===== src/rtl/lcd_msg_arbiter_pkg.sv =====
// rtl/lcd_msg_arbiter_pkg.sv - shared constants and FSM state encoding for the LCD message arbiter
package lcd_msg_arbiter_pkg;

  // Number of requesters sharing the I2C controller
  localparam int NUM_REQ = 2;

  // Idle cycles after every message (LCD command settle time)
  localparam int DEF_GAP_CYCLES = 100;

  // Maximum cycles between a byte's issue and its acknowledge
  localparam int DEF_ACK_TIMEOUT = 1000;

  // FSM state encoding
  localparam logic [2:0] ST_IDLE  = 3'd0;
  localparam logic [2:0] ST_ARB   = 3'd1;
  localparam logic [2:0] ST_START = 3'd2;
  localparam logic [2:0] ST_XFER  = 3'd3;
  localparam logic [2:0] ST_GAP   = 3'd4;

endpackage


===== src/rtl/lcd_rr_arbiter.sv =====
// rtl/lcd_rr_arbiter.sv - two-way round-robin grant with last-served pointer
module lcd_rr_arbiter
  import lcd_msg_arbiter_pkg::*;
(
  input  logic               clk_50K,
  input  logic               rstn,
  input  logic [NUM_REQ-1:0] req,
  input  logic               update,
  output logic [NUM_REQ-1:0] gnt
);

  // 1 when requester 1 was served last, so requester 0 wins the next tie
  logic last_served;

  // With both requesting, the one not served last wins; otherwise the lone requester
  always_comb begin
    gnt = '0;
    if (req == 2'b11) begin
      gnt = last_served ? 2'b01 : 2'b10;
    end else begin
      gnt = req;
    end
  end

  // Remember who was served when a grant is taken; reset favours requester 0
  always_ff @(posedge clk_50K) begin
    if (!rstn) begin
      last_served <= 1'b1;
    end else if (update && (gnt != '0)) begin
      last_served <= gnt[1];
    end
  end

endmodule


===== src/rtl/lcd_msg_arbiter.sv =====
// rtl/lcd_msg_arbiter.sv - arbitrates two LCD message sources onto one I2C byte controller
module lcd_msg_arbiter
  import lcd_msg_arbiter_pkg::*;
#(
  parameter int GAP_CYCLES  = DEF_GAP_CYCLES,
  parameter int ACK_TIMEOUT = DEF_ACK_TIMEOUT
) (
  input  logic               clk_50K,
  input  logic               rstn,
  input  logic [NUM_REQ-1:0] req,
  input  logic [3:0]         len0,
  input  logic [3:0]         len1,
  input  logic [7:0]         byte0,
  input  logic [7:0]         byte1,
  output logic [3:0]         byte_idx,
  output logic [NUM_REQ-1:0] grant,
  output logic [NUM_REQ-1:0] done,
  output logic [NUM_REQ-1:0] err,
  output logic               i2c_start,
  output logic [7:0]         i2c_data,
  output logic               i2c_last,
  input  logic               i2c_ack
);

  localparam int GW = $clog2(GAP_CYCLES + 1);
  localparam int TW = $clog2(ACK_TIMEOUT + 1);

  logic [2:0]         state;
  logic [3:0]         len_q;
  logic [GW-1:0]      gap_cnt;
  logic [TW-1:0]      tmo_cnt;
  logic               ack_q;
  logic               ack_edge;
  logic               at_last;
  logic [NUM_REQ-1:0] arb_gnt;
  logic               arb_update;
  logic [3:0]         win_len;

  assign ack_edge   = i2c_ack & ~ack_q;
  assign at_last    = (byte_idx == (len_q - 4'd1));
  assign arb_update = (state == ST_ARB);
  assign win_len    = arb_gnt[1] ? len1 : len0;
  assign i2c_start  = (state == ST_START);
  assign i2c_last   = (state == ST_XFER) && at_last;

  lcd_rr_arbiter u_rr (
    .clk_50K (clk_50K),
    .rstn    (rstn),
    .req     (req),
    .update  (arb_update),
    .gnt     (arb_gnt)
  );

  // Byte presented to the controller comes from whoever holds the grant
  always_comb begin
    i2c_data = 8'h00;
    if (grant[0]) begin
      i2c_data = byte0;
    end else if (grant[1]) begin
      i2c_data = byte1;
    end
  end

  // Previous ack level, so only a low-to-high transition advances a byte
  always_ff @(posedge clk_50K) begin
    if (!rstn) begin
      ack_q <= 1'b0;
    end else begin
      ack_q <= i2c_ack;
    end
  end

  // Message FSM: arbitrate, start, stream bytes on ack edges, then settle gap.
  // The timeout counter runs from the start pulse, when the first byte is already on i2c_data.
  always_ff @(posedge clk_50K) begin
    if (!rstn) begin
      state    <= ST_IDLE;
      grant    <= '0;
      done     <= '0;
      err      <= '0;
      byte_idx <= 4'd0;
      len_q    <= 4'd0;
      gap_cnt  <= '0;
      tmo_cnt  <= '0;
    end else begin
      done <= '0;
      err  <= '0;
      case (state)
        ST_IDLE: begin
          if (req != '0) state <= ST_ARB;
        end
        ST_ARB: begin
          byte_idx <= 4'd0;
          tmo_cnt  <= '0;
          gap_cnt  <= '0;
          if (arb_gnt == '0) begin
            state <= ST_IDLE;
          end else if (win_len == 4'd0) begin
            done  <= arb_gnt;
            state <= ST_GAP;
          end else begin
            grant <= arb_gnt;
            len_q <= win_len;
            state <= ST_START;
          end
        end
        ST_START: begin
          tmo_cnt <= tmo_cnt + TW'(1);
          state   <= ST_XFER;
        end
        ST_XFER: begin
          if (ack_edge) begin
            tmo_cnt <= '0;
            if (byte_idx != 4'hF) byte_idx <= byte_idx + 4'd1;
            if (at_last) begin
              done  <= grant;
              grant <= '0;
              state <= ST_GAP;
            end
          end else if (tmo_cnt == TW'(ACK_TIMEOUT - 1)) begin
            err   <= grant;
            grant <= '0;
            state <= ST_GAP;
          end else begin
            tmo_cnt <= tmo_cnt + TW'(1);
          end
        end
        ST_GAP: begin
          if (gap_cnt == GW'(GAP_CYCLES - 1)) begin
            state <= ST_IDLE;
          end else begin
            gap_cnt <= gap_cnt + GW'(1);
          end
        end
        default: state <= ST_IDLE;
      endcase
    end
  end

endmodule


===== config.mk =====
export PLATFORM = sky130hd
export DESIGN_NAME = lcd_msg_arbiter
export DESIGN_NICKNAME = d
export VERILOG_FILES = /design/src/rtl/lcd_msg_arbiter_pkg.sv /design/src/rtl/lcd_rr_arbiter.sv /design/src/rtl/lcd_msg_arbiter.sv
export SDC_FILE = /design/constraint.sdc
export NUM_CORES = 1
export LEC_CHECK = 0
export BUFFER_PORTS_ARGS = -buffer_cell sky130_fd_sc_hd__buf_2
export CAP_MARGIN = 20
export CORE_MARGIN = 2
export CORE_UTILIZATION = 45
export DETAILED_ROUTE_END_ITERATION = 10
export PLACE_DENSITY_LB_ADDON = 0.1
export SYNTH_ARGS = -nofsm -noshare
export SYNTH_HDL_FRONTEND = slang
export SYNTH_SLANG_ARGS = --single-unit

===== constraint.sdc =====
create_clock -name clk_50K -period 1.8 [get_ports clk_50K]
set_input_delay 0.27 -clock clk_50K [delete_from_list [all_inputs] [get_ports clk_50K]]
set_output_delay 0.27 -clock clk_50K [all_outputs]
set_load 0.1 [all_outputs]

==> flow_summary_export.csv, run 1 <==
group,metric,value,unit
status,outcome,"complete, but fails checks",
status,violations,"negative setup slack",
worst_setup_path,crit_end,"i2c_last",
worst_setup_path,r2r-end,"grant[0]",
clocking,htree_num_levels,2,
yosys,synth-seq-area-share,36.9,%
yosys,ys_ff_latch,36,
yosys,synth.top_cell.area_share,36.9,%
finish,multi_input_area,1350,µm²
clocking,cts_buffers,5,
yosys,synth_common_cells,"36 x dfxtp_1, 26 x nor2_1, 19 x nand2_1",
sta,rsz0062_at_grt,"true",
yosys,synth_fp_nets,269,
worst_setup_path,r2r-start,"len_q[0]",
sta,tightest_slew,488,ps
yosys,yosysWarnings,0,
global_routing,grtUsageTotal,20.0,%
routing,drt-total-wl,4710,µm
power,p_total,2.23,mW
global_routing,grt_antenna_before_repair,0,
clocking,cts.sinks,36,
sta,finalSetupViolCount,1,
die,ios,49,
finish,num-fill-cells,325,
min_path,worstHoldStart,"i2c_ack",
die,dieArea,4880,µm²
finish,utilization,69.8,%
place,place_area,2670,µm²
clocking,path_clk_slew,70,ps
power,power.leakage,1.21,nW
sta,hold_viol,0,
yosys,synth.avg_cell_area,8.28,µm²
worst_setup_path,critical_path_class,"reg -> out",
sta,max_freq,496,MHz
yosys,yosysMostFrequentCell,"dfxtp_1",
place,post-dp-hpwl,3660,µm
global_routing,grt_max_degree,28,
sta,min_period_over_period,112,%
worst_setup_path,critPathLaunchType,"flip-flop",
power,power_density,783,nW/µm²
clocking,cts_root_buf,"clkbuf_8",
power,max-vdd-ir-drop,0.627,mV
clocking,ctsHoldBuffers,0,
yosys,syn_inst,236,
yosys,syn-cell-area,1950,µm²
routing,wl_per_cell,13.1,µm
worst_setup_path,arrival,1750,ps
sta,fin_ws,-217,ps
place,place_congestion,0.854,
worst_setup_path,critPathMaxFanout,2,
finish,nets,342,
routing,drc,0,
die,rows,23,
worst_setup_path,reg2reg_slack,10,ps
global_routing,grt_overflow,0,
job,maxCapViolations,0,
worst_setup_path,reg2regPathDepth,8,
yosys,synthArstFlopShare,0,%
die,die_w,69.9,µm
sta,finalMaxSlewViolations,0,
finish,design_area,2850,µm²
worst_setup_path,worstPathRequired,1530,ps
place,io_buffers,48,
yosys,synth.distinct_cells,50,
global_routing,grt_pass1_wl,8000,µm
yosys,synth_area_leader_cell,"dfxtp_1",
die,core_area,4090,µm²
sta,setup_tns,-217,ps
worst_setup_path,end_kind,"output port",
global_routing,grt_pass1_vias,1795,
sta,slew_headroom,67.7,%
routing,drt_iter0_markers,58,
finish,area_growth,46.1,%
yosys,synth_edf_count,0,
clocking,clk_latency,290,ps
routing,via_per_inst,5.29,
finish,drive_gt1_share,39.0,%
min_path,hold_path_class,"in -> reg",
finish,register_area,747,µm²
routing,firstDrtPassIters,4,
sta,skew,5.99,ps
clocking,cts_tree,"done",
clocking,clk_path_buf_depth,2,
routing,vias,1906,
yosys,synth_ff_type,"dfxtp_1",
die,dieHeight,69.9,µm
worst_setup_path,startpoint,"len_q[0]",
finish,diodes,0,
yosys,synth.area.top_cells,"dfxtp_1 37%, xnor2_1 5.8%, nor2_1 5.0%",
sta,period_minus_slack,2020,ps
routing,ant_nets,0,
die,initial_core_util,47.8,%
power by group:
part | switching [mW] | leakage, nW | internal [mW]
sequential | 0.0420 | 0.298 | 0.829
combinational | 0.480 | 0.875 | 0.341
clock | 0.274 | 0.0399 | 0.269
total | 0.795 | 1.21 | 1.44
critical path: stages, from the launching register on:
cell and delay, ps:
dfxtp_2 340, inv_2 40, ha_4 230, xor2_2 170, nand2_2 100, nor4_4 360
buf_12 220
kinds of logic after synthesis:
logic type	after synthesis	synth area share, %
and+or+nand+nor	110	30.2
AOI/OAI and AO/OA	48	16.1
DFF	36	36.9
xor gates and xnor gates	18	8.07
buffers and inverters	14	2.88
muxes	6	3.20
adders and majority gates	4	2.56
worst min-delay path by stage:
stage	to	slack (ps)	cells past startpoint
after floorplan	ack_q	390	1
after global placement	gap_cnt[1]	460	2
after detailed placement	gap_cnt[1]	470	2
after CTS	ack_q	240	2
after global routing	ack_q	260	2
final	ack_q	240	2
metal layers:
metal  vias to the layer above  global-route usage, %  routed length [µm]
met1                       871                   24.6                2110
li1                        984                      -                   -
met2                        46                   33.3                2270
met4                         0                   6.20                  50
met3                         5                   6.20                 279
met5                         -                      0                   0
cells in the final DEF, fill, tap and decap left out, types with 3 or more instances in the layout:
cell      instances
o21ai_0           4
a21oi_1          14
nor2b_1           8
nand2_1          17
buf_4            27
nor4_4            3
buf_2            38
dfxtp_1          25
or3b_1            3
a22o_4            8
nand4_1           3
inv_1             3
mux2i_1           4
or3_1             3
clkbuf_8          5
o21ai_1           6
and2_1            4
nor2_1           25
nor4_1            4
and3_1            9
buf_12           10
nand3_1          10
xnor2_1          11
a21boi_1          3
dfxtp_2           6
xor2_1            4
nand2b_1          5
dfxtp_4           5
ha_1              3
repair_timing:
action / in CTS / in global routing
setup endpoints to repair: 12 / 28
pin swaps: 3 / 12
buffers inserted: 2 / 1
resized for setup: 5 / 15
layout make-up:
class / instances / area share [%]
timing repair buffer: 75 / 20.8
clock buffer: 7 / 2.68
sequential: 36 / 26.2
clock inverter: 1 / 0.132
multi-input combinational: 186 / 47.4
tap: 50 / 2.19
inverter: 5 / 0.658
metrics by stage:
stage               instances  setup slack (ps)  hold WS (ps)
global route              360              -281           255
floorplan                 236              -637           392
global placement          350              13.6           464
CTS                       360              -222           238
detailed placement        350             -26.8           472
finish                    360              -217           239
flip-flops by register name (all words and copies together) (netlist names):
| register | count |
|---|---|
| ack_q | 1 |
| byte_idx | 4 |
| done | 2 |
| err | 2 |
| gap_cnt | 7 |
| grant | 2 |
| len_q | 4 |
| state | 3 |
| tmo_cnt | 10 |
| u_rr.last_served | 1 |
(Power assumes the default switching activity.)
==> run 2, diff against run 1 <==
==> constraint.sdc (replaced) <==
create_clock -name clk_50K -period 2 [get_ports clk_50K]
set_input_delay 0.3 -clock clk_50K [delete_from_list [all_inputs] [get_ports clk_50K]]
set_output_delay 0.3 -clock clk_50K [all_outputs]
set_load 0.1 [all_outputs]
==> run 2 against run 1 <==
The run still ends with negative setup slack left; global-route usage decreased by 0.92 points; die area is the same; setup slack improved by 130 ps; register-to-register slack improved by 110 ps; core utilization decreased by 6.3 points; wire length decreased by 5.6%; critical path depth rose by 1; first-iteration DRC count up 36%; sequential share of layout area grew 2.4 points; via count decreased by 3.5%; largest cell class unchanged.
==> flow_summary_export.csv, run 2 (synthesis results as in run 1) <==
group,metric,value,unit
clocking,htree_num_levels,2,
power,p_int,1.20,mW
worst_setup_path,critical_path_class,"reg -> out",
finish,design_area,2590,µm²
power,p_clk_share,25.9,%
place,post-dp-hpwl,3400,µm
sta,max_freq,480,MHz
routing,wl_per_cell,12.9,µm
die,dieHeight,69.9,µm
global_routing,grt_pass1_vias,1792,
finish,final_cell_mix,"39 x buf_2, 26 x dfxtp_1, 25 x nor2_1, 18 x nand2_1, 14 x a21oi_1",
clocking,ctsHoldBuffers,0,
finish,top_register,"tmo_cnt",
sta,slew_headroom,65.8,%
job,maxCapViolations,0,
global_routing,grt_max_degree,28,
sta,finalSetupViolCount,1,
die,die_w,69.9,µm
clocking,path_clk_slew,70,ps
routing,ant_nets,0,
sta,rsz0062_at_grt,"true",
power,max-vdd-ir-drop,0.566,mV
routing,drt-total-wl,4440,µm
worst_setup_path,critPathMaxFanout,3,
power,power_density,725,nW/µm²
global_routing,grt_pass1_wl,7800,µm
place,io_buffers,48,
die,core_area,4090,µm²
routing,vias,1839,
worst_setup_path,worstPathRequired,1700,ps
finish,layout_commonest_cell,"buf_2",
sta,fin_ws,-82.5,ps
routing,top_layer_used,"met4",
finish,largest_reg_flops,10,
global_routing,grt_overflow,0,
place,place_congestion,0.775,
status,violations,"negative setup slack",
global_routing,grt_antenna_before_repair,0,
routing,wl_met1,2070,µm
sta,tightest_slew,512,ps
global_routing,grtUsageTotal,19.0,%
power,power.leakage,1.06,nW
status,outcome,"complete, but fails checks",
worst_setup_path,critPathLaunchType,"flip-flop",
worst_setup_path,cp_slowest_cell,"dfxtp_2",
finish,top_regs,"tmo_cnt x10, gap_cnt x7",
routing,drc,0,
power,p_switching,0.677,mW
clocking,cts_tree,"done",
routing,drt_iter0_markers,79,
clocking,cts.sinks,36,
die,initial_core_util,47.8,%
die,rows,23,
sta,min_period_over_period,104,%
clocking,clk_path_buf_depth,2,
clocking,clk_latency,290,ps
sta,skew,5.95,ps
sta,finalMaxSlewViolations,0,
routing,wl_met3,262,µm
die,dieArea,4880,µm²
finish,diodes,0,
place,post-place-ws,77.1,ps
worst_setup_path,arrival,1780,ps
min_path,hold_path_class,"in -> reg",
finish,area_growth,32.9,%
die,ios,49,
routing,routed-wl-met2,2060,µm
sta,hold_viol,0,
worst_setup_path,cp_cell_sequence,"inv_2 -> ha_4 -> xor2_1 -> nand2_1 -> nor4_4 -> buf_4 -> buf_12",
clocking,cts_buffers,5,
routing,firstDrtPassIters,4,
worst_setup_path,critPathMaxStageDelay,340,ps
sta,hold_slack,254,ps
finish,nets,327,
finish,drive_gt1_share,33.9,%
place,place_area,2460,µm²
worst_setup_path,end_kind,"output port",
power,p_comb_share,32.2,%
clocking,cts_root_buf,"clkbuf_8",
sta,period_minus_slack,2080,ps
routing,via_per_inst,5.33,
power,p_seq_share,41.9,%
power,sw_frac_of_total,36.0,%
==> run 2: what timing repair did <==
action / CTS / global route
resized for setup: 3 / 3
endpoints found under the setup margin: 1 / 6
setup buffers: 3 / 1
pin swaps: 4 / 1
endpoints found under the hold margin: 0 / 0
==> run 2: critical path: cells and delay by family (launching register included) <==
kind | cells | cell delay, ps
buffers and inverters | 3 | 380
and+or+nand+nor | 2 | 370
DFF | 1 | 340
adders and majority gates | 1 | 250
xor gates and xnor gates | 1 | 140
==> run 2: worst paths after layout <==
path | to | startpoint | cells past startpoint | slack, ps
worst max-delay path | i2c_last | len_q[1] | 7 | -80
worst min-delay path | ack_q | i2c_ack | 2 | 250
worst max register to register | grant[0] | len_q[1] | 8 | 120
worst min register to register | gap_cnt[1] | gap_cnt[1] | 2 | 470
==> run 2: metal layers <==
layer / global-route usage [%] / up-vias
met1: 24.7 / 833
met3: 5.77 / 6
li1: - / 952
met5: 0 / -
met4: 5.34 / 0
met2: 30.7 / 48
==> run 2: power groups by stage <==
stage / clock [mW] / combinational [mW] / sequential, mW
floorplan: 0 / 0.383 / 0.837
global placement: 0 / 0.583 / 0.804
detailed placement: 0 / 0.587 / 0.805
CTS: 0.503 / 0.604 / 0.787
global route: 0.537 / 0.645 / 0.794
finish: 0.487 / 0.605 / 0.789
==> run 2: cell type report <==
cell class,instances,area (µm²)
clock buffer,5,68.8
clock inverter,3,13.8
fill,365,1490
inverter,5,18.8
multi-input combinational,186,1220
sequential,36,741
tap,50,62.6
timing repair buffer,60,465
==> run 2: metrics by stage <==
| step | power [mW] | TNS, ps | util, % | std cells |
|---|---|---|---|---|
| after floorplan | 1.22 | -1150 | - | 236 |
| after global placement | 1.39 | 0 | 60.2 | 333 |
| after detailed placement | 1.39 | 0 | 60.2 | 333 |
| after CTS | 1.89 | -143 | 63.1 | 344 |
| after global routing | 1.98 | -195 | 63.5 | 345 |
| final | 1.88 | -82.5 | 63.5 | 345 |
==> run 3, diff against run 2 <==
--- a/config.mk
+++ b/config.mk
@@ -5,6 +5,7 @@
 export SDC_FILE = /design/constraint.sdc
 export NUM_CORES = 1
 export LEC_CHECK = 0
+export ABC_AREA = 1
 export BUFFER_PORTS_ARGS = -buffer_cell sky130_fd_sc_hd__buf_2
 export CAP_MARGIN = 20
 export CORE_MARGIN = 2
==> run 3 against run 2 <==
Cell count is 25% higher; synthesized cell count is 36% higher; count of clock-buffer cells in the layout is 3 higher; via count is 15% higher; largest cell class unchanged; setup slack better by 120 ps; sequential share of layout area is 1.3 points lower; global-route usage is 0.67 points higher; the flow now finishes without violations.
==> flow_summary_export.csv, run 3 <==
group,metric,value,unit
routing,firstDrtPassIters,4,
clocking,cts_buffers,5,
sta,max_freq,511,MHz
clocking,cts_tree,"done",
worst_setup_path,path_buf_inv,2,
sta,hold_viol,0,
global_routing,grt_pass1_vias,1894,
place,io_buffers,48,
finish,design_area,2680,µm²
global_routing,grt_pass1_wl,8360,µm
worst_setup_path,critPathLaunchType,"flip-flop",
finish,diodes,0,
clocking,clk_latency,290,ps
sta,finalSetupViolCount,0,
die,core_area,4690,µm²
finish,area_growth,23.7,%
yosys,ys_ff_latch,36,
global_routing,grtUsageTotal,19.7,%
yosys,synth_common_cells,"76 x nand2_1, 41 x nor2_1, 37 x inv_1",
min_path,holdPathStages,3,
power,sw_frac_of_total,48.6,%
worst_setup_path,worstPathRequired,1700,ps
die,die_w,73.4,µm
worst_setup_path,end_kind,"output port",
status,outcome,"finished clean",
routing,vias,2120,
die,ios,49,
routing,drt_iter0_markers,106,
power,power_density,996,nW/µm²
power,power.leakage,1.28,nW
sta,setup_tns,0,ps
finish,register_area,731,µm²
yosys,synth_fp_nets,354,
yosys,yosysMostFrequentCell,"nand2_1",
clocking,ctsHoldBuffers,0,
routing,ant_nets,0,
sta,rsz0062_at_grt,"true",
die,dieHeight,73.4,µm
worst_setup_path,cp_cell_sequence,"inv_2 -> ha_4 -> nand2_1 -> nand2_1 -> nand3_2 -> nor2_4 -> nand2_2 -> nor2_4 -> buf_12",
worst_setup_path,path_delay_family,"simple AND/OR/NAND/NOR gates",
power,max-vdd-ir-drop,0.377,mV
routing,drt-total-wl,4990,µm
clocking,cts.sinks,36,
place,place_congestion,0.790,
clocking,htree_num_levels,2,
worst_setup_path,r2r-start,"len_q[0]",
global_routing,grt_max_degree,14,
power,p_switching,1.30,mW
yosys,synth.distinct_cells,31,
yosys,synth.top_cell.area_share,33.3,%
worst_setup_path,critical_path_class,"reg -> out",
finish,num-fill-cells,486,
yosys,synth-seq-area-share,33.3,%
place,place_area,2510,µm²
yosys,synth_ff_type,"dfxtp_1",
worst_setup_path,reg2regPathDepth,16,
routing,wl_per_cell,11.6,µm
clocking,clk_path_buf_depth,2,
power,p_clk_share,20.2,%
worst_setup_path,reg2reg_slack,100,ps
sta,fin_ws,41.5,ps
finish,nets,410,
yosys,yosysWarnings,0,
yosys,syn_inst,321,
sta,period_minus_slack,1960,ps
worst_setup_path,r2r-end,"grant[0]",
sta,finalMaxSlewViolations,0,
clocking,cts_root_buf,"clkbuf_8",
sta,tightest_slew,506,ps
die,dieArea,5390,µm²
routing,via_per_inst,4.91,
finish,multi_input_area,1330,µm²
power,p_int,1.37,mW
finish,largest_reg_flops,10,
finish,final_cell_mix,"66 x nand2_1, 47 x buf_2, 39 x nor2_1, 34 x inv_1, 28 x dfxtp_1",
min_path,hold_path_class,"in -> reg",
global_routing,grt_antenna_before_repair,0,
die,rows,25,
finish,top_register,"tmo_cnt",
worst_setup_path,critPathMaxStageDelay,340,ps
global_routing,grt_overflow,0,
finish,layout_commonest_cell,"nand2_1",
sta,min_period_over_period,97.9,%
yosys,synth_edf_count,0,
yosys,synth_area_leader_cell,"dfxtp_1",
place,post-place-ws,195,ps
worst_setup_path,arrival,1660,ps
finish,drive_gt1_share,32.5,%
min_path,min_to,"ack_q",
job,maxCapViolations,0,
finish,top_regs,"tmo_cnt x10, gap_cnt x7",
sta,skew,4.15,ps
die,initial_core_util,46.2,%
worst_setup_path,critPathMaxFanout,3,
yosys,synthArstFlopShare,0,%
clocking,path_clk_slew,70,ps
power,p_seq_share,32.8,%
min_path,worstHoldStart,"i2c_ack",
worst_setup_path,cp_slowest_cell,"dfxtp_2",
place,post-dp-hpwl,3710,µm
power,p_comb_share,47.0,%
sta,slew_headroom,66.1,%
routing,drc,0,
yosys,synth.area.top_cells,"dfxtp_1 33%, nand2_1 13%, nor2_1 7.1%",
yosys,synth.avg_cell_area,6.75,µm²
yosys,syn-cell-area,2170,µm²
-- run 3: power by group through the flow --
stage                     Clock [mW]  Sequential, mW  Combinational (mW)
after detailed placement           0           0.886                1.19
after global routing           0.585           0.890                1.36
after global placement             0           0.885                1.18
after floorplan                    0            1.00               0.872
after CTS                      0.555           0.871                1.22
final                          0.539           0.875                1.25
-- run 3: layout make-up --
type	count	area share (%)
inverter	46	6.44
tap	54	2.52
clock buffer	8	3.36
multi-input combinational	235	49.5
sequential	36	27.3
timing repair buffer	53	10.9
-- run 3: per-stage QoR --
| step | utilization [%] | hold WS [ps] | std cells | power [mW] |
|---|---|---|---|---|
| 2_1_floorplan | - | 393 | 321 | 1.87 |
| 3_3_place_gp | 53.5 | 464 | 419 | 2.07 |
| 3_5_place_dp | 53.5 | 477 | 419 | 2.07 |
| 4_1_cts | 56.5 | 216 | 431 | 2.65 |
| 5_1_grt | 57.1 | 223 | 432 | 2.84 |
| 6_report | 57.1 | 220 | 432 | 2.67 |
-- run 3: cell families (layout without fill, tap and decap cells) --
logic type	after synthesis	count (layout)	share of synthesized area (%)
AOI/OAI and AO/OA	43	43	10.9
xor gates and xnor gates	8	8	3.23
adders and majority gates	4	4	2.31
buffers and inverters	50	107	8.66
DFF	36	36	33.3
and+or+nand+nor	180	180	41.6
-- run 3: timing repair --
action / CTS / global route
setup endpoints to repair: 1 / 6
setup buffers: 4 / 1
pin swaps: 4 / 5
gates resized for setup: 5 / 8
-- run 3: how the worst max path moves through the flow --
| stage | start | to | cells past startpoint |
|---|---|---|---|
| 4_1_cts | len_q[1] | i2c_last | 10 |
| 3_5_place_dp | len_q[0] | i2c_last | 10 |
| 3_3_place_gp | len_q[0] | i2c_last | 10 |
| 2_1_floorplan | state[0] | tmo_cnt[9] | 9 |
| 6_report | len_q[0] | i2c_last | 9 |
| 5_1_grt | len_q[1] | i2c_last | 10 |
-- run 3: tightest hold or removal path: stages --
cell and delay, ps:
buf_2 90, nand2_1 50, inv_1 40
-- run 3: per-layer routing --
| metal | vias up | routed length (µm) | track usage (%) |
|---|---|---|---|
| met5 | - | 0 | 0 |
| met4 | 0 | 69 | 7.07 |
| met3 | 8 | 198 | 4.25 |
| met2 | 47 | 2390 | 31.8 |
| met1 | 935 | 2340 | 26.0 |
| li1 | 1130 | - | - |
